## src/rtl/decode_pkg.sv

```systemverilog
// Shared types for the decode queue: opcode classes, control encodings and
// the registered per-slot control bundle handed to dispatch.
// Optional feature macro: DECODE_ILLEGAL_TRAP_EN (affects decoder and queue).
package decode_pkg;

  localparam int DEC_XLEN = 32;
  localparam logic [1:0] ALUOP_DEFAULT = 2'b11;

  typedef enum logic [3:0] {
    OP_R     = 4'b0000,
    OP_I     = 4'b0001,
    OP_S     = 4'b0010,
    OP_B     = 4'b0011,
    OP_U     = 4'b0100,
    OP_JAL   = 4'b0101,
    OP_U_ALT = 4'b0110,
    OP_JALR  = 4'b0111,
    OP_LOAD  = 4'b1000
  } opcode_e;

  typedef enum logic [2:0] {
    IMM_I = 3'b000,
    IMM_S = 3'b001,
    IMM_B = 3'b010,
    IMM_U = 3'b011,
    IMM_J = 3'b100,
    IMM_R = 3'b111
  } imm_src_e;

  typedef enum logic [1:0] {
    ALU_OP_RI    = 2'b00,
    ALU_OP_MEMBR = 2'b01,
    ALU_OP_RSVD  = 2'b10,
    ALU_OP_NONE  = 2'b11
  } alu_op_e;

  typedef struct packed {
    logic [DEC_XLEN-1:0] pc;
    logic [DEC_XLEN-1:0] instr;
    imm_src_e            immSrc;
    alu_op_e             aluOp;
    logic                memWrite;
    logic                branch;
    logic                jump;
    logic                illegal;
  } dec_bundle_t;

endpackage

```

## src/rtl/decode_queue_instr_class_decode.sv

```systemverilog
// Combinational single-instruction class decoder producing one control bundle.
// DECODE_ILLEGAL_TRAP_EN: when defined, unknown opcodes raise the illegal flag;
// otherwise they decode to the defaults with illegal held at 0.
module instr_class_decode
  import decode_pkg::*;
(
  input  logic [DEC_XLEN-1:0] instr,
  input  logic [DEC_XLEN-1:0] pc,
  output dec_bundle_t         bundle
);

  // Start from the default bundle and override per opcode class
  always_comb begin
    bundle.pc       = pc;
    bundle.instr    = instr;
    bundle.immSrc   = IMM_I;
    bundle.aluOp    = alu_op_e'(ALUOP_DEFAULT);
    bundle.memWrite = 1'b0;
    bundle.branch   = 1'b0;
    bundle.jump     = 1'b0;
    bundle.illegal  = 1'b0;
    case (instr[3:0])
      OP_R: begin
        bundle.aluOp  = ALU_OP_RI;
        bundle.immSrc = IMM_R;
      end
      OP_I: bundle.aluOp = ALU_OP_RI;
      OP_S: begin
        bundle.aluOp    = ALU_OP_MEMBR;
        bundle.immSrc   = IMM_S;
        bundle.memWrite = 1'b1;
      end
      OP_B: begin
        bundle.aluOp  = ALU_OP_MEMBR;
        bundle.immSrc = IMM_B;
        bundle.branch = 1'b1;
      end
      OP_U, OP_U_ALT: bundle.immSrc = IMM_U;
      OP_JAL: begin
        bundle.immSrc = IMM_J;
        bundle.jump   = 1'b1;
      end
      OP_JALR: bundle.jump = 1'b1;
      OP_LOAD: bundle.aluOp = ALU_OP_MEMBR;
      default: begin
`ifdef DECODE_ILLEGAL_TRAP_EN
        bundle.illegal = 1'b1;
`else
        bundle.illegal = 1'b0;
`endif
      end
    endcase
  end

endmodule

```

## src/rtl/decode_queue.sv

```systemverilog
// Multi-slot decode stage: circular instruction queue fed by fetch, with a
// registered output stage holding up to WIDTH decoded bundles for dispatch.
// DECODE_ILLEGAL_TRAP_EN: when defined, a load stops at the first illegal slot
// and the output stage stops loading until flush.
// XLEN must match decode_pkg::DEC_XLEN since the bundle struct is fixed-width.
module decode_queue
  import decode_pkg::*;
#(
  parameter int WIDTH = 2,
  parameter int DEPTH = 8,
  parameter int XLEN  = DEC_XLEN
) (
  input  logic                  clk,
  input  logic                  reset_n,
  input  logic                  flush,
  input  logic [WIDTH-1:0]      fetch_valid,
  input  logic [WIDTH*XLEN-1:0] fetch_instr,
  input  logic [WIDTH*XLEN-1:0] fetch_pc,
  output logic                  fetch_ready,
  output logic [WIDTH-1:0]      dec_valid,
  output logic [WIDTH*XLEN-1:0] dec_pc,
  output logic [WIDTH*XLEN-1:0] dec_instr,
  output logic [WIDTH*3-1:0]    dec_immSrc,
  output logic [WIDTH*2-1:0]    dec_aluOp,
  output logic [WIDTH-1:0]      dec_memWrite,
  output logic [WIDTH-1:0]      dec_branch,
  output logic [WIDTH-1:0]      dec_jump,
  output logic [WIDTH-1:0]      dec_illegal,
  input  logic                  dispatch_ready
);

  localparam int PTRW = $clog2(DEPTH);
  localparam int CNTW = PTRW + 1;
  localparam logic [CNTW-1:0] READY_MAX = CNTW'(DEPTH - WIDTH);
  localparam logic [CNTW-1:0] WIDTH_C   = CNTW'(WIDTH);

  logic [XLEN-1:0] ram_instr [DEPTH];
  logic [XLEN-1:0] ram_pc    [DEPTH];
  logic [PTRW-1:0] head, tail;
  logic [CNTW-1:0] count, push_cnt, avail, load_cnt;
  logic            push_en, load_en;
  logic [XLEN-1:0] cand_instr [WIDTH];
  logic [XLEN-1:0] cand_pc    [WIDTH];
  dec_bundle_t     cand  [WIDTH];
  dec_bundle_t     stage [WIDTH];
`ifdef DECODE_ILLEGAL_TRAP_EN
  logic            halted;
`endif

  assign fetch_ready = (count <= READY_MAX);
  assign push_en     = fetch_ready && !flush && reset_n;

  // Number of fetch slots accepted this cycle (valid is a thermometer)
  always_comb begin
    push_cnt = '0;
    for (int i = 0; i < WIDTH; i++) begin
      if (fetch_valid[i]) push_cnt = push_cnt + CNTW'(1);
    end
    if (!fetch_ready) push_cnt = '0;
  end

  // Present the WIDTH oldest entries to the decoders; pointer math wraps at DEPTH
  always_comb begin
    for (int i = 0; i < WIDTH; i++) begin
      cand_instr[i] = ram_instr[head + PTRW'(i)];
      cand_pc[i]    = ram_pc[head + PTRW'(i)];
    end
  end

  for (genvar g = 0; g < WIDTH; g++) begin : g_decode
    instr_class_decode u_decode (
      .instr  (cand_instr[g]),
      .pc     (cand_pc[g]),
      .bundle (cand[g])
    );
  end

  // Decide whether the output stage loads and how many entries it takes
  always_comb begin
    avail    = (count < WIDTH_C) ? count : WIDTH_C;
    load_cnt = avail;
`ifdef DECODE_ILLEGAL_TRAP_EN
    for (int i = WIDTH - 1; i >= 0; i--) begin
      if ((CNTW'(i) < avail) && cand[i].illegal) load_cnt = CNTW'(i + 1);
    end
    load_en = ((dec_valid == '0) || dispatch_ready) && !halted;
`else
    load_en = (dec_valid == '0) || dispatch_ready;
`endif
    if (!load_en) load_cnt = '0;
  end

  // Queue storage, written in slot order starting at tail
  always_ff @(posedge clk) begin
    if (push_en) begin
      for (int i = 0; i < WIDTH; i++) begin
        if (fetch_valid[i]) begin
          ram_instr[tail + PTRW'(i)] <= fetch_instr[i*XLEN +: XLEN];
          ram_pc[tail + PTRW'(i)]    <= fetch_pc[i*XLEN +: XLEN];
        end
      end
    end
  end

  // Pointers, occupancy and the registered output stage; flush beats push/pop
  always_ff @(posedge clk) begin
    if (!reset_n) begin
      head      <= '0;
      tail      <= '0;
      count     <= '0;
      dec_valid <= '0;
      for (int i = 0; i < WIDTH; i++) stage[i] <= '0;
`ifdef DECODE_ILLEGAL_TRAP_EN
      halted    <= 1'b0;
`endif
    end else if (flush) begin
      head      <= '0;
      tail      <= '0;
      count     <= '0;
      dec_valid <= '0;
`ifdef DECODE_ILLEGAL_TRAP_EN
      halted    <= 1'b0;
`endif
    end else begin
      tail  <= tail + PTRW'(push_cnt);
      head  <= head + PTRW'(load_cnt);
      count <= count + push_cnt - load_cnt;
`ifdef DECODE_ILLEGAL_TRAP_EN
      if (halted && dispatch_ready) dec_valid <= '0;
`endif
      if (load_en) begin
        for (int i = 0; i < WIDTH; i++) begin
          if (CNTW'(i) < load_cnt) begin
            dec_valid[i] <= 1'b1;
            stage[i]     <= cand[i];
`ifdef DECODE_ILLEGAL_TRAP_EN
            if (cand[i].illegal) halted <= 1'b1;
`endif
          end else begin
            dec_valid[i] <= 1'b0;
            stage[i]     <= '0;
          end
        end
      end
    end
  end

  for (genvar g = 0; g < WIDTH; g++) begin : g_out
    assign dec_pc[g*XLEN +: XLEN]    = stage[g].pc;
    assign dec_instr[g*XLEN +: XLEN] = stage[g].instr;
    assign dec_immSrc[g*3 +: 3]      = stage[g].immSrc;
    assign dec_aluOp[g*2 +: 2]       = stage[g].aluOp;
    assign dec_memWrite[g]           = stage[g].memWrite;
    assign dec_branch[g]             = stage[g].branch;
    assign dec_jump[g]               = stage[g].jump;
    assign dec_illegal[g]            = stage[g].illegal;
  end

endmodule

```

## config.mk

```make
export PLATFORM = sky130hd
export DESIGN_NAME = decode_queue
export DESIGN_NICKNAME = d
export VERILOG_FILES = /design/src/rtl/decode_pkg.sv /design/src/rtl/decode_queue_instr_class_decode.sv /design/src/rtl/decode_queue.sv
export SDC_FILE = /design/constraint.sdc
export NUM_CORES = 1
export LEC_CHECK = 0
export CAP_MARGIN = 20
export CORE_ASPECT_RATIO = 1.2
export CORE_MARGIN = 3
export CORE_UTILIZATION = 57
export CTS_CLUSTER_SIZE = 20
export DETAILED_ROUTE_END_ITERATION = 12
export DONT_BUFFER_PORTS = 1
export PLACE_DENSITY = 0.72
export SLEW_MARGIN = 20
export SYNTH_ARGS = -nofsm -noshare
export SYNTH_HDL_FRONTEND = slang
export SYNTH_SLANG_ARGS = --single-unit
export TNS_END_PERCENT = 10
```

## constraint.sdc

```tcl
create_clock -name clk -period 17.43 [get_ports clk]
set_clock_uncertainty 0.1 [all_clocks]
set_input_delay 3.486 -clock clk [delete_from_list [all_inputs] [get_ports clk]]
set_output_delay 3.486 -clock clk [all_outputs]
set_load 0.01 [all_outputs]
```

# ---- Yosys cells after proc, flatten, opt, wreduce, memory -nomap -nowiden
# Memory sizes are Yosys's and may differ from the RTL's. A register that Yosys moved wholly into a read port is not among the register bits.
# Index checks and enable logic that the tools add are counted.
dict set report classes {
  n_reduce_logical 16
  muxes 48
  magnitude_cmp 4
  bitwise 5
  n_addsub 7
  n_eq_ne 16
}
# op n
set ops {}
lappend ops {{72-bit two-way mux} 4}
lappend ops {{1-bit two-way mux} 34}
lappend ops {{4-bit by 3-bit == test with 1-bit output (second input constant)} 8}
lappend ops {{3-bit one-hot mux with 5 select lines} 2}
lappend ops {{4-bit by 2-bit == test with 1-bit output (second input constant)} 4}
lappend ops {{4-bit two-way mux} 4}
lappend ops {{2-bit OR reduction} 7}
lappend ops {{4-bit by 1-bit == test with 1-bit output (second input constant)} 2}
lappend ops {{4-bit == test (second input constant)} 2}
lappend ops {{4-bit zero test} 2}
lappend ops {{1-bit by 4-bit less-than comparator with 1-bit output (first input constant)} 2}
lappend ops {{2-bit one-hot mux with 2 select lines} 2}
lappend ops {{3-bit by 1-bit adder with 3-bit output (second input constant)} 2}
lappend ops {{3-bit adder} 2}
lappend ops {{3-bit two-way mux} 2}
lappend ops {{3-bit OR reduction} 2}
lappend ops {{4-bit by 1-bit adder with 4-bit output (second input constant)} 1}
lappend ops {{4-bit adder} 1}
lappend ops {{4-bit by 3-bit <= comparator with 1-bit output (second input constant)} 1}
lappend ops {{4-bit by 2-bit less-than comparator with 1-bit output (second input constant)} 1}
lappend ops {{1-bit bitwise OR} 4}
lappend ops {{4-bit subtractor} 1}
lappend ops {{1-bit logical AND} 2}
lappend ops {{2-bit zero test} 1}
lappend ops {{other kinds (3)} 3}
dict set report totals {
  mem_count 3
  in_bits 134
  output_inout_bits 149
  register_bits 12
  word_cells 103
  ram_bits 656
}
# name depth word_bits rd rd_ports_with_merged_regs write_ports line_no
set mem_list {}
lappend mem_list {ram_instr 8 32 2 1 2 decode_queue.sv:37} ;# logic [XLEN-1:0] ram_instr [DEPTH];
lappend mem_list {ram_pc 8 32 2 1 2 decode_queue.sv:38} ;# logic [XLEN-1:0] ram_pc [DEPTH];
lappend mem_list {stage 2 72 2 0 2 decode_queue.sv:45} ;# dec_bundle_t stage [WIDTH];

# ---- Depth between registers and ports, before layout
# Gate-level depths: netlist of the first run.
dict set report logic_depth {
  ltp_word 11
  mapped_depth 12
  depth_no_buf 12
}

# ---- Hierarchy
# From an unflattened synthesis of the first run, not the netlist that was laid out.
dict set report hier_totals {
  hier_cells 2297
  area_unflattened_um2 36545.0
}
# mod area_per_inst_um2 seq_area_each_um2 cells_each n_inst
set modules_own_cells {}
lappend modules_own_cells {decode_queue 35404.0 19268.5 2139 1}
lappend modules_own_cells {instr_class_decode 570.5 0.0 79 2}

# ---- Worst setup path before layout of the first run
# OpenSTA, ideal clock, no wires.
dict set report synth_path {
  path_kind {input to register}
  start {input flush}
  end {memory ram_instr[1][0] (netlist bit), enable pin}
  cell_stages 5
  path_slack_ns 7.896
  path_buffers 1
  arrival_time_ns 8.852
  setup_time_ns 0.581
  t_required_ns 16.749
  path_cell_list {nand2b_4 buf_6 a211oi_4 nand3_1 o31ai_1}
}
# item line_no
set synth_rtl {}
lappend synth_rtl {{start: declaration} decode_queue.sv:15} ;# input logic flush,
lappend synth_rtl {{end: declaration} decode_queue.sv:37}

==> impl_metrics.prom, run 1 <==
# TYPE chip_impl_metric gauge
chip_impl_info{name="outcome",value="finished, final reports clean"} 1
chip_impl_metric{name="layout_setup_ws",unit="ps"} 10970
chip_impl_metric{name="drt.antenna.violating_nets",unit=""} 0
chip_impl_metric{name="detail_route.iter0.violations",unit=""} 2094
chip_impl_info{name="synth_area_leaders",value="sky130_fd_sc_hd__edfxtp_1, sky130_fd_sc_hd__mux4_2, sky130_fd_sc_hd__mux2_2, sky130_fd_sc_hd__dfxtp_1, sky130_fd_sc_hd__mux2i_1"} 1
chip_impl_metric{name="die-width",unit="µm"} 232
chip_impl_metric{name="worstRegToRegCells",unit=""} 9
chip_impl_metric{name="pre_cts_slack",unit="ps"} 10390
chip_impl_metric{name="max-clock-path-buffers",unit=""} 3
chip_impl_metric{name="synthesized_flop_and_latch_total",unit=""} 668
chip_impl_info{name="tritoncts",value="built"} 1
chip_impl_metric{name="ioPinCount",unit=""} 283
chip_impl_metric{name="cts-htree-levels",unit=""} 3
chip_impl_metric{name="tritoncts.num_buffers",unit=""} 71
chip_impl_metric{name="area_growth",unit="%"} 9.05
chip_impl_metric{name="coreArea",unit="µm²"} 60000
chip_impl_info{name="critical_path.cell_chain",value="nand2b_4 -> a211oi_4 -> and3b_1 -> and3_4 -> buf_4 -> o21bai_4 -> buf_4"} 1
chip_impl_metric{name="die-height",unit="µm"} 277
chip_impl_info{name="cp_top_family",value="buffers and inverters"} 1
chip_impl_metric{name="critical_path_arrival",unit="ps"} 6570
chip_impl_metric{name="tightest_pin_transition",unit="ps"} 1160
chip_impl_info{name="cts.root.buffer_cell",value="sky130_fd_sc_hd__clkbuf_16"} 1
chip_impl_metric{name="finalNetCount",unit=""} 2154
chip_impl_info{name="synth_most_common_cell",value="sky130_fd_sc_hd__edfxtp_1"} 1
chip_impl_metric{name="seq_area_frac_synth",unit="%"} 55.2
chip_impl_metric{name="share_clk_of_total_power",unit="%"} 35.3
chip_impl_metric{name="vias_in_the_first_global_route",unit=""} 20600
chip_impl_metric{name="num_rows",unit=""} 98
chip_impl_metric{name="drcViolationCount",unit=""} 0
chip_impl_metric{name="crit_path_max_incr_delay",unit="ps"} 870
chip_impl_metric{name="vias_post_dr",unit=""} 19500
chip_impl_metric{name="post-dp-hpwl",unit="µm"} 51200
chip_impl_metric{name="netlist_area",unit="µm²"} 34800
chip_impl_metric{name="worst-path-max-fanout",unit=""} 65
chip_impl_info{name="start_kind",value="input pin"} 1
chip_impl_info{name="timing.hold.worst.start",value="stage[1][64]"} 1
chip_impl_metric{name="post_cts_resize_count",unit=""} 0
chip_impl_metric{name="clkSinkCount",unit=""} 668
chip_impl_info{name="yosys.area.top_type",value="sky130_fd_sc_hd__edfxtp_1"} 1
chip_impl_metric{name="fin_total_pwr",unit="µW"} 4390
chip_impl_metric{name="internal_power",unit="µW"} 3210
chip_impl_metric{name="maxSlewHeadroom",unit="%"} 22.8
chip_impl_metric{name="antenna-diode-count",unit=""} 0
chip_impl_metric{name="leakage",unit="µW"} 0.0122
chip_impl_metric{name="ff2ff_setup_slack",unit="ps"} 13070
chip_impl_metric{name="number_of_hold_buffers_added_after_cts",unit=""} 0
chip_impl_metric{name="timing.final.max_slew_violations",unit=""} 0
chip_impl_metric{name="detailedRoute.firstPassIterationCount",unit=""} 5
chip_impl_metric{name="multiInputGateArea",unit="µm²"} 14900
chip_impl_metric{name="grt_first_pass_wirelength",unit="µm"} 132000
chip_impl_metric{name="stdcell_area",unit="µm²"} 38000
chip_impl_metric{name="finalHoldViolCount",unit=""} 0
chip_impl_metric{name="die-area",unit="µm²"} 64100
chip_impl_metric{name="nFillCells",unit=""} 4180
chip_impl_info{name="critPathCaptureType",value="register"} 1
chip_impl_info{name="r2r_end",value="ram_instr[7][22]"} 1
chip_impl_metric{name="switching_power",unit="µW"} 1180
chip_impl_info{name="synth_top_cells_by_count",value="sky130_fd_sc_hd__edfxtp_1, sky130_fd_sc_hd__mux2_2, sky130_fd_sc_hd__mux4_2"} 1
chip_impl_metric{name="initial_core_util",unit="%"} 58.0
chip_impl_metric{name="max_cap_viol_count",unit=""} 0
chip_impl_metric{name="top_area_cell_type_share_of_the_netlist_area",unit="%"} 50.4
chip_impl_metric{name="final-setup-viol-count",unit=""} 0
chip_impl_metric{name="grt.total_usage",unit="%"} 27.6
chip_impl_metric{name="portBuffers",unit=""} 0
chip_impl_info{name="postSynth.topFlopCell",value="sky130_fd_sc_hd__edfxtp_1"} 1
chip_impl_metric{name="standard_cell_area_after_detailed_placement",unit="µm²"} 35500
chip_impl_metric{name="detail_route.wirelength",unit="µm"} 88100
chip_impl_metric{name="synth_cell_type_count",unit=""} 46
chip_impl_metric{name="worstPathRequired",unit="ps"} 17540
chip_impl_metric{name="share_of_cells_above_drive_strength_1",unit="%"} 44.6
chip_impl_metric{name="clock_latency",unit="ps"} 600
chip_impl_metric{name="period_needed",unit="ps"} 6460
chip_impl_metric{name="power.ir.vdd_worst",unit="µV"} 97.2
chip_impl_info{name="grt_setup_unrepaired",value="false"} 1
chip_impl_info{name="holdCritPathClass",value="register to register"} 1
chip_impl_info{name="timing.critical_path.mode_cell",value="sky130_fd_sc_hd__buf_4"} 1
chip_impl_metric{name="setup_tns",unit="ps"} 0
chip_impl_metric{name="combPwrFrac",unit="%"} 19.3
chip_impl_metric{name="routed_wirelength_normalized_by_instance_count",unit="µm"} 30.8
chip_impl_metric{name="cts_post_setup_buffers_inserted",unit=""} 0
chip_impl_metric{name="detail_route.vias_per_cell",unit=""} 6.80
chip_impl_info{name="crit_reg_reg_startpoint",value="count[3]"} 1
chip_impl_info{name="critical_path.startpoint",value="flush"} 1
chip_impl_metric{name="avgSynthCellArea",unit="µm²"} 17.0
chip_impl_metric{name="clk_pin_slew_worst_paths",unit="ps"} 60
chip_impl_metric{name="p_per_cell_area",unit="nW/µm²"} 116
chip_impl_metric{name="number_of_flops_mapped_to_enable_cells_by_yosys",unit=""} 584
chip_impl_info{name="crit_slowest_cell",value="sky130_fd_sc_hd__buf_4"} 1
chip_impl_metric{name="yosysWarnings",unit=""} 0
chip_impl_metric{name="cell_depth_of_the_worst_min_delay_path",unit=""} 2
chip_impl_metric{name="proportion_of_power_drawn_by_flip_flops_and_latches",unit="%"} 45.4
chip_impl_metric{name="grt_antenna_before_repair",unit=""} 0
chip_impl_info{name="min_to",value="stage[1][64]"} 1
chip_impl_metric{name="grt_start_max_net_pins",unit=""} 123
chip_impl_metric{name="crit_buf_inv",unit=""} 2
chip_impl_metric{name="switching_share",unit="%"} 26.9
chip_impl_metric{name="sequential_cell_area",unit="µm²"} 19200
chip_impl_metric{name="final.period_utilization",unit="%"} 37.1
chip_impl_metric{name="post_synth_inst_count",unit=""} 2051
chip_impl_info{name="critical_setup_path_class",value="input pin to register"} 1
chip_impl_metric{name="fmaxAchievable",unit="MHz"} 155
chip_impl_metric{name="grt-ovfl-total",unit=""} 0
chip_impl_metric{name="ys_async_sr_fraction",unit="%"} 0
chip_impl_metric{name="gp_congestion",unit=""} 0.812
## worst max path at each step
stage                        to  slack, ps  depth (start not counted)
2_1_floorplan   ram_instr[1][0]       7900                          5
5_1_grt        ram_instr[7][20]      10850                          7
4_1_cts        ram_instr[7][14]      11010                          7
6_report       ram_instr[7][22]      10970                          7
3_3_place_gp   ram_instr[7][24]      10400                          7
3_5_place_dp       ram_pc[7][0]      10390                          7
## state kept, by name (all words and copies together), names as in the netlist
name and flops:
tail 3, dec_valid 2, stage 144, count 4
ram_pc 256, head 3, ram_instr 256
## logic make-up (layout without fill, tap and decap cells)
kind of cell,Yosys count,after routing,synth area share (%)
other cells,1,2,0.0108
simple gates,194,194,2.39
xor+xnor,10,10,0.252
mux,900,900,37.4
flops,668,668,55.2
buf+inv,166,176,2.50
compound gates,97,97,1.58
fa+ha+maj,15,15,0.625
## layout make-up
type	count	share of cell area, %
multi-input cells	1218	39.3
well taps	800	2.64
clock inverters	28	0.890
inverters	13	0.142
clock buffers	102	5.44
repair buffers	33	0.897
flip-flops and latches	668	50.7
## metrics by stage
stage	utilization, %	cells	hold WS [ps]
2_1_floorplan	-	2052	378
6_report	63.3	2862	407
3_5_place_dp	59.2	2731	406
5_1_grt	63.3	2862	426
4_1_cts	63.2	2861	414
3_3_place_gp	59.1	2729	399
## power groups by stage
stage	clock [µW]	combinational, µW	sequential (µW)
2_1_floorplan	0	660	1990
4_1_cts	1580	856	2000
6_report	1550	848	1990
3_3_place_gp	0	838	2020
5_1_grt	1650	914	2010
3_5_place_dp	0	851	2030
## routing by layer
metal  part of all wire, %  GRT usage, %  vias up
met5                     0             0        -
met4                   2.6          8.42        0
met3                   8.1          6.01      131
met2                    50          46.1      832
met1                    39          36.6    10300
li1                      -             -     8182
## cell usage in the layout (no fill, tap or decap), drive strengths merged, types with 5 or more instances in the layout
| master | Yosys | final |
|---|---|---|
| clkbuf | 32 | 102 |
| ha | 11 | 11 |
| mux2i | 133 | 133 |
| xor2 | 6 | 6 |
| o21ai | 73 | 73 |
| and2 | 6 | 6 |
| nor2b | 5 | 5 |
| dfxtp | 84 | 84 |
| clkinv | 0 | 14 |
| inv | 13 | 17 |
| buf | 121 | 33 |
| nor3 | 6 | 6 |
| edfxtp | 584 | 584 |
| nand2 | 81 | 81 |
| a21oi | 6 | 6 |
| nor2 | 77 | 77 |
| bufinv | 0 | 7 |
| mux4 | 254 | 254 |
| mux2 | 513 | 513 |
| nand2b | 6 | 6 |
## worst register-to-register path, stage by stage (launching register included)
cell,delay (ps)
sky130_fd_sc_hd__dfxtp_1,420
sky130_fd_sc_hd__inv_1,90
sky130_fd_sc_hd__ha_1,210
sky130_fd_sc_hd__and3_1,190
sky130_fd_sc_hd__a211oi_4,310
sky130_fd_sc_hd__and3b_1,370
sky130_fd_sc_hd__and3_4,220
sky130_fd_sc_hd__buf_4,870
sky130_fd_sc_hd__o21bai_4,290
sky130_fd_sc_hd__buf_4,840
Power figures use the tool's default switching activity.
==> run 2, diff against run 1 <==
- clock period: 17.43 -> 6.5 ns (I/O delays scaled with it)
==> run 2 against run 1 <==
- sequential cell count unchanged
- hold slack hardly changed
- count of clock-buffer cells in the layout shrank 3
- clock power grew to 2.6 times the previous value
- register-to-register slack got worse by 10000 ps
- non-clock buffer count grew 5
- die area did not move
- setup slack worse by 8300 ps
- first-iteration DRC count decreased by 17%
- total power rose to 2.6 times the previous value
- critical path type is now register to register
- largest power group unchanged
- highest routed layer unchanged
==> impl_metrics.prom, run 2 (synthesis gave the netlist of run 1 again) <==
# TYPE chip_impl_metric gauge
chip_impl_metric{name="period_needed",unit="ps"} 3850
chip_impl_metric{name="die-width",unit="µm"} 232
chip_impl_metric{name="fin_total_pwr",unit="µW"} 11600
chip_impl_metric{name="grt-ovfl-total",unit=""} 0
chip_impl_metric{name="max_cap_viol_count",unit=""} 0
chip_impl_metric{name="share_clk_of_total_power",unit="%"} 34.5
chip_impl_metric{name="critical_path_arrival",unit="ps"} 4240
chip_impl_info{name="outcome",value="finished, final reports clean"} 1
chip_impl_metric{name="standard_cell_area_after_detailed_placement",unit="µm²"} 35600
chip_impl_metric{name="die-area",unit="µm²"} 64100
chip_impl_metric{name="switching_power",unit="µW"} 3160
chip_impl_metric{name="drcViolationCount",unit=""} 0
chip_impl_metric{name="clk_pin_slew_worst_paths",unit="ps"} 60
chip_impl_info{name="start_kind",value="register"} 1
chip_impl_metric{name="clock_latency",unit="ps"} 600
chip_impl_metric{name="pre_cts_slack",unit="ps"} 2140
chip_impl_metric{name="maxSlewHeadroom",unit="%"} 22.3
chip_impl_metric{name="clkSinkCount",unit=""} 668
chip_impl_info{name="tritoncts",value="built"} 1
chip_impl_metric{name="setup_tns",unit="ps"} 0
chip_impl_metric{name="timing.final.max_slew_violations",unit=""} 0
chip_impl_metric{name="cts_post_setup_buffers_inserted",unit=""} 0
chip_impl_metric{name="ff2ff_setup_slack",unit="ps"} 2650
chip_impl_metric{name="antenna-diode-count",unit=""} 0
chip_impl_metric{name="drt.antenna.violating_nets",unit=""} 0
chip_impl_metric{name="internal_power",unit="µW"} 8480
chip_impl_info{name="reg_top3",value="ram_instr x256, ram_pc x256, stage x144"} 1
chip_impl_metric{name="vias_post_dr",unit=""} 19400
chip_impl_info{name="layout_commonest_cell",value="sky130_fd_sc_hd__edfxtp_1"} 1
chip_impl_metric{name="final-setup-viol-count",unit=""} 0
chip_impl_metric{name="grt.total_usage",unit="%"} 28.0
chip_impl_metric{name="tightest_pin_transition",unit="ps"} 1170
chip_impl_metric{name="worst-path-max-fanout",unit=""} 43
chip_impl_metric{name="combPwrFrac",unit="%"} 19.6
chip_impl_metric{name="post-dp-hpwl",unit="µm"} 53700
chip_impl_info{name="cts.root.buffer_cell",value="sky130_fd_sc_hd__clkbuf_16"} 1
chip_impl_metric{name="die-height",unit="µm"} 277
chip_impl_metric{name="ioPinCount",unit=""} 283
chip_impl_metric{name="num_rows",unit=""} 98
chip_impl_metric{name="max-clock-path-buffers",unit=""} 3
chip_impl_info{name="holdCritPathClass",value="register to register"} 1
chip_impl_metric{name="layout_setup_ws",unit="ps"} 2650
chip_impl_metric{name="hold-worst-slack",unit="ps"} 408
chip_impl_metric{name="portBuffers",unit=""} 0
chip_impl_info{name="critical_setup_path_class",value="register to register"} 1
chip_impl_metric{name="switching_share",unit="%"} 27.1
chip_impl_metric{name="coreArea",unit="µm²"} 60000
chip_impl_info{name="top_library_cells_by_usage_in_the_layout_fill_and_taps_aside",value="sky130_fd_sc_hd__edfxtp_1, sky130_fd_sc_hd__mux2_2, sky130_fd_sc_hd__mux4_2"} 1
chip_impl_metric{name="fmaxAchievable",unit="MHz"} 259
chip_impl_metric{name="gp_congestion",unit=""} 0.828
chip_impl_metric{name="detail_route.vias_per_cell",unit=""} 6.76
chip_impl_info{name="critPathCaptureType",value="register"} 1
chip_impl_metric{name="area_growth",unit="%"} 8.78
chip_impl_metric{name="grt_first_pass_wirelength",unit="µm"} 134000
chip_impl_metric{name="finalHoldViolCount",unit=""} 0
chip_impl_metric{name="number_of_hold_buffers_added_after_cts",unit=""} 0
chip_impl_metric{name="worstPathRequired",unit="ps"} 6890
chip_impl_metric{name="stdcell_area",unit="µm²"} 37900
chip_impl_metric{name="grt_antenna_before_repair",unit=""} 2
chip_impl_metric{name="initial_core_util",unit="%"} 58.0
chip_impl_metric{name="cts-htree-levels",unit=""} 3
chip_impl_metric{name="vias_in_the_first_global_route",unit=""} 20500
chip_impl_metric{name="power.ir.vdd_worst",unit="µV"} 327
chip_impl_metric{name="tritoncts.num_buffers",unit=""} 70
chip_impl_metric{name="share_of_cells_above_drive_strength_1",unit="%"} 44.5
chip_impl_info{name="grt_setup_unrepaired",value="false"} 1
chip_impl_metric{name="grt_start_max_net_pins",unit=""} 121
chip_impl_metric{name="detail_route.iter0.violations",unit=""} 1729
chip_impl_metric{name="leakage",unit="µW"} 0.0122
chip_impl_metric{name="detailedRoute.firstPassIterationCount",unit=""} 5
chip_impl_metric{name="detail_route.wirelength",unit="µm"} 88900
chip_impl_metric{name="final.period_utilization",unit="%"} 59.3
chip_impl_metric{name="routed_wirelength_normalized_by_instance_count",unit="µm"} 31.0
chip_impl_metric{name="p_per_cell_area",unit="nW/µm²"} 308
chip_impl_metric{name="post_cts_resize_count",unit=""} 0
chip_impl_metric{name="finalNetCount",unit=""} 2158
chip_impl_metric{name="proportion_of_power_drawn_by_flip_flops_and_latches",unit="%"} 46.0
run 2: cell types whose count changed in the layout (fill, tap and decap cells not counted), moves of 3 or more:
cell,delta
sky130_fd_sc_hd__clkbuf_8,-5
sky130_fd_sc_hd__inv_6,-3
sky130_fd_sc_hd__buf_12,+3
sky130_fd_sc_hd__clkinv_2,+4
sky130_fd_sc_hd__buf_4,+4
sky130_fd_sc_hd__clkinvlp_4,-3
run 2: final cells by class:
| type | count | area, µm² |
|---|---|---|
| fill | 4281 | 22100 |
| tap | 800 | 1000 |
| clock buffer | 99 | 2000 |
| clock inverter | 27 | 270 |
| inverter | 13 | 53.8 |
| multi-input combinational | 1218 | 14900 |
| sequential | 668 | 19200 |
| timing repair buffer | 38 | 375 |
run 2: critical path: stages (launching register included):
cell and delay (ps):
sky130_fd_sc_hd__dfxtp_4 840, sky130_fd_sc_hd__ha_4 260, sky130_fd_sc_hd__xor2_4 180, sky130_fd_sc_hd__buf_4 420, sky130_fd_sc_hd__buf_4 670, sky130_fd_sc_hd__mux4_2 720
sky130_fd_sc_hd__nor2b_1 220, sky130_fd_sc_hd__xor2_1 90, sky130_fd_sc_hd__a22o_1 210
run 2: power by group through the flow:
stage | logic, µW | clock network [µW] | registers, µW
CTS | 2300 | 4080 | 5360
detailed placement | 2290 | 0 | 5450
floorplan | 1770 | 0 | 5330
finish | 2280 | 4010 | 5350
global route | 2460 | 4270 | 5390
global placement | 2250 | 0 | 5440
run 2: layer usage:
| layer | vias to the layer above | part of all wire [%] | track usage, % |
|---|---|---|---|
| li1 | 8187 | - | - |
| met1 | 10300 | 39 | 37.0 |
| met2 | 802 | 50 | 47.1 |
| met3 | 117 | 8.2 | 6.26 |
| met4 | 0 | 2.2 | 7.60 |
| met5 | - | 0 | 0 |
run 2: through the flow:
| step | cells | util, % |
|---|---|---|
| 2_1_floorplan | 2052 | - |
| 3_3_place_gp | 2735 | 59.3 |
| 3_5_place_dp | 2737 | 59.3 |
| 4_1_cts | 2863 | 63.1 |
| 5_1_grt | 2863 | 63.1 |
| 6_report | 2863 | 63.1 |
run 2: worst paths after layout:
| check | from | depth (start not counted) | end |
|---|---|---|---|
| hold reg to reg | stage[1][54] | 2 | stage[1][54] |
| hold / removal | stage[1][54] | 2 | stage[1][54] |
| setup reg to reg | head[1] | 8 | stage[1][6] |
| setup / recovery | head[1] | 8 | stage[1][6] |
==> run 3, diff against run 2 <==
- clock period: 6.5 -> 4 ns (I/O delays scaled with it)
==> run 3 against run 2 <==
- fmax up 19%
- count of clock-buffer cells in the layout down 3
- critical path type unchanged
- hold slack worse by 110 ps
- non-clock buffer count up 16
- largest cell class unchanged
==> impl_metrics.prom, run 3 (synthesis gave the netlist of run 1 again) <==
# TYPE chip_impl_metric gauge
chip_impl_info{name="outcome",value="finished, final reports clean"} 1
chip_impl_metric{name="maxSlewHeadroom",unit="%"} 29.6
chip_impl_metric{name="period_needed",unit="ps"} 3240
chip_impl_metric{name="grt.total_usage",unit="%"} 28.4
chip_impl_metric{name="cp_num_cells",unit=""} 12
chip_impl_metric{name="drt.antenna.violating_nets",unit=""} 0
chip_impl_metric{name="clkSinkCount",unit=""} 668
chip_impl_metric{name="final_core_util",unit="%"} 63.9
chip_impl_info{name="crit_slowest_cell",value="sky130_fd_sc_hd__fa_1"} 1
chip_impl_info{name="critical_path.startpoint",value="count[3]"} 1
chip_impl_info{name="cts.root.buffer_cell",value="sky130_fd_sc_hd__clkbuf_16"} 1
chip_impl_metric{name="final.period_utilization",unit="%"} 81.0
chip_impl_metric{name="post_cts_resize_count",unit=""} 0
chip_impl_metric{name="grt_start_max_net_pins",unit=""} 112
chip_impl_info{name="top_library_cells_by_usage_in_the_layout_fill_and_taps_aside",value="sky130_fd_sc_hd__edfxtp_1, sky130_fd_sc_hd__mux2_2, sky130_fd_sc_hd__mux4_2"} 1
chip_impl_info{name="holdCritPathClass",value="input pin to register"} 1
chip_impl_metric{name="max-clock-path-buffers",unit=""} 3
chip_impl_metric{name="power.ir.vdd_worst",unit="µV"} 461
chip_impl_metric{name="share_of_cells_above_drive_strength_1",unit="%"} 45.4
chip_impl_metric{name="routed_wirelength_normalized_by_instance_count",unit="µm"} 31.6
chip_impl_metric{name="crit_path_max_incr_delay",unit="ps"} 580
chip_impl_metric{name="area_growth",unit="%"} 10.0
chip_impl_metric{name="p_per_cell_area",unit="nW/µm²"} 506
chip_impl_metric{name="die-height",unit="µm"} 277
chip_impl_metric{name="grt_first_pass_wirelength",unit="µm"} 135000
chip_impl_metric{name="antenna-diode-count",unit=""} 0
chip_impl_metric{name="hold-worst-slack",unit="ps"} 301
chip_impl_metric{name="multiInputGateArea",unit="µm²"} 14900
chip_impl_metric{name="portBuffers",unit=""} 0
chip_impl_metric{name="cell_depth_of_the_worst_min_delay_path",unit=""} 1
chip_impl_metric{name="leakage",unit="µW"} 0.0123
chip_impl_metric{name="critical_path_arrival",unit="ps"} 3630
chip_impl_metric{name="worstRegToRegCells",unit=""} 12
chip_impl_metric{name="detail_route.vias_per_cell",unit=""} 6.78
chip_impl_metric{name="vias_in_the_first_global_route",unit=""} 20800
chip_impl_info{name="cp_top_family",value="adder cells"} 1
chip_impl_metric{name="max_cap_viol_count",unit=""} 0
chip_impl_metric{name="vias_post_dr",unit=""} 19500
chip_impl_metric{name="post-dp-hpwl",unit="µm"} 53800
chip_impl_metric{name="worst-path-max-fanout",unit=""} 4
chip_impl_metric{name="final-instance-count-excl-fill",unit=""} 2879
chip_impl_info{name="critical_path.cell_chain",value="inv_1 -> ha_1 -> and3_1 -> a21oi_1 -> nand2_1 -> fa_1 -> inv_1 -> ha_1 -> a21o_1 -> a21oi_1 -> xnor2_1 -> nor2_1"} 1
chip_impl_metric{name="die-width",unit="µm"} 232
chip_impl_metric{name="pre_cts_slack",unit="ps"} 762
chip_impl_metric{name="finalHoldViolCount",unit=""} 0
chip_impl_metric{name="clk_pin_slew_worst_paths",unit="ps"} 60
chip_impl_info{name="start_kind",value="register"} 1
chip_impl_metric{name="grt-ovfl-total",unit=""} 0
chip_impl_metric{name="timing.final.max_slew_violations",unit=""} 0
chip_impl_metric{name="detail_route.iter0.violations",unit=""} 1750
chip_impl_info{name="r2r_end",value="count[3]"} 1
chip_impl_metric{name="setup_tns",unit="ps"} 0
chip_impl_metric{name="clock_latency",unit="ps"} 610
chip_impl_metric{name="cts_post_setup_buffers_inserted",unit=""} 0
chip_impl_metric{name="num_rows",unit=""} 98
chip_impl_info{name="grt_setup_unrepaired",value="false"} 1
chip_impl_metric{name="number_of_hold_buffers_added_after_cts",unit=""} 0
chip_impl_metric{name="grt_antenna_before_repair",unit=""} 2
chip_impl_metric{name="nFillCells",unit=""} 4183
chip_impl_info{name="critical_setup_path_class",value="register to register"} 1
chip_impl_metric{name="initial_core_util",unit="%"} 58.0
chip_impl_metric{name="die-area",unit="µm²"} 64100
chip_impl_metric{name="fmaxAchievable",unit="MHz"} 309
chip_impl_metric{name="cts-htree-levels",unit=""} 3
chip_impl_metric{name="layout_setup_ws",unit="ps"} 759
chip_impl_info{name="layout_commonest_cell",value="sky130_fd_sc_hd__edfxtp_1"} 1
chip_impl_metric{name="drcViolationCount",unit=""} 0
chip_impl_metric{name="tightest_pin_transition",unit="ps"} 1060
chip_impl_metric{name="crit_buf_inv",unit=""} 2
chip_impl_metric{name="finalNetCount",unit=""} 2174
chip_impl_metric{name="sequential_cell_area",unit="µm²"} 19200
chip_impl_metric{name="detail_route.wirelength",unit="µm"} 91100
chip_impl_metric{name="post-place-cells",unit=""} 2753
chip_impl_metric{name="final-setup-viol-count",unit=""} 0
chip_impl_metric{name="tritoncts.num_buffers",unit=""} 70
chip_impl_info{name="reg_top3",value="ram_instr x256, ram_pc x256, stage x144"} 1
chip_impl_metric{name="worstPathRequired",unit="ps"} 4390
chip_impl_metric{name="ioPinCount",unit=""} 283
chip_impl_metric{name="detailedRoute.firstPassIterationCount",unit=""} 5
chip_impl_metric{name="coreArea",unit="µm²"} 60000
chip_impl_info{name="critPathCaptureType",value="register"} 1
chip_impl_info{name="tritoncts",value="built"} 1
chip_impl_metric{name="ff2ff_setup_slack",unit="ps"} 760
chip_impl_info{name="cp-endpoint",value="count[3]"} 1
chip_impl_metric{name="gp_congestion",unit=""} 0.819
chip_impl_info{name="crit_reg_reg_startpoint",value="count[3]"} 1
-- run 3: cell count changes in the layout (fill, tap and decap cells not counted), moves of 3 or more --
| cell | before | now |
|---|---|---|
| sky130_fd_sc_hd__buf_12 | 5 | 20 |
| sky130_fd_sc_hd__clkbuf_1 | 18 | 11 |
| sky130_fd_sc_hd__bufinv_16 | 5 | 9 |
| sky130_fd_sc_hd__clkbuf_8 | 8 | 12 |
| sky130_fd_sc_hd__clkinvlp_4 | 0 | 4 |
| sky130_fd_sc_hd__buf_4 | 30 | 33 |
-- run 3: how the worst min path moves through the flow --
stage	startpoint	to	slack, ps
after CTS	fetch_instr[22]	ram_instr[3][22]	260
final	fetch_instr[23]	ram_instr[3][23]	300
after detailed placement	stage[1][11]	stage[1][11]	410
after global placement	stage[1][0]	stage[1][0]	400
after floorplan	stage[1][4]	stage[1][4]	380
after global routing	fetch_instr[25]	ram_instr[3][25]	280
-- run 3: report_power, final --
| part | switching (µW) | leakage, µW | total, µW | internal, µW |
|---|---|---|---|---|
| clock network | 2740 | 0.00119 | 6890 | 4150 |
| registers | 509 | 0.00610 | 8670 | 8160 |
| logic | 1980 | 0.00505 | 3810 | 1830 |
-- run 3: stage by stage --
| step | power [µW] | instance area (µm²) |
|---|---|---|
| 2_1_floorplan | 11500 | 34800 |
| 3_3_place_gp | 12600 | 35900 |
| 3_5_place_dp | 12600 | 35900 |
| 4_1_cts | 19500 | 38300 |
| 5_1_grt | 20100 | 38300 |
| 6_report | 19400 | 38300 |
-- run 3: layout make-up --
| class | instances | share of cell area [%] |
|---|---|---|
| Inverter | 13 | 0.134 |
| Timing Repair Buffer | 54 | 1.72 |
| Clock inverter | 30 | 1.02 |
| Sequential cell | 668 | 50.2 |
| Tap cell | 800 | 2.61 |
| Clock buffer | 96 | 5.31 |
| Multi-Input combinational cell | 1218 | 39.0 |
-- run 3: routing by layer --
metal  GRT usage, %  part of all wire, %  routed length, µm
met3           6.76                  8.6               7860
met4           8.90                  2.9               2640
met5              0                    0                  0
met2           47.5                   50              45400
met1           37.1                   39              35200
-- run 3: worst register-to-register path: stages (launching register included) --
cell,delay [ps]
sky130_fd_sc_hd__dfxtp_1,420
sky130_fd_sc_hd__inv_1,100
sky130_fd_sc_hd__ha_1,200
sky130_fd_sc_hd__and3_1,190
sky130_fd_sc_hd__a21oi_1,460
sky130_fd_sc_hd__nand2_1,180
sky130_fd_sc_hd__fa_1,580
sky130_fd_sc_hd__inv_1,60
sky130_fd_sc_hd__ha_1,270
sky130_fd_sc_hd__a21o_1,180
sky130_fd_sc_hd__a21oi_1,190
sky130_fd_sc_hd__xnor2_1,160
sky130_fd_sc_hd__nor2_1,60
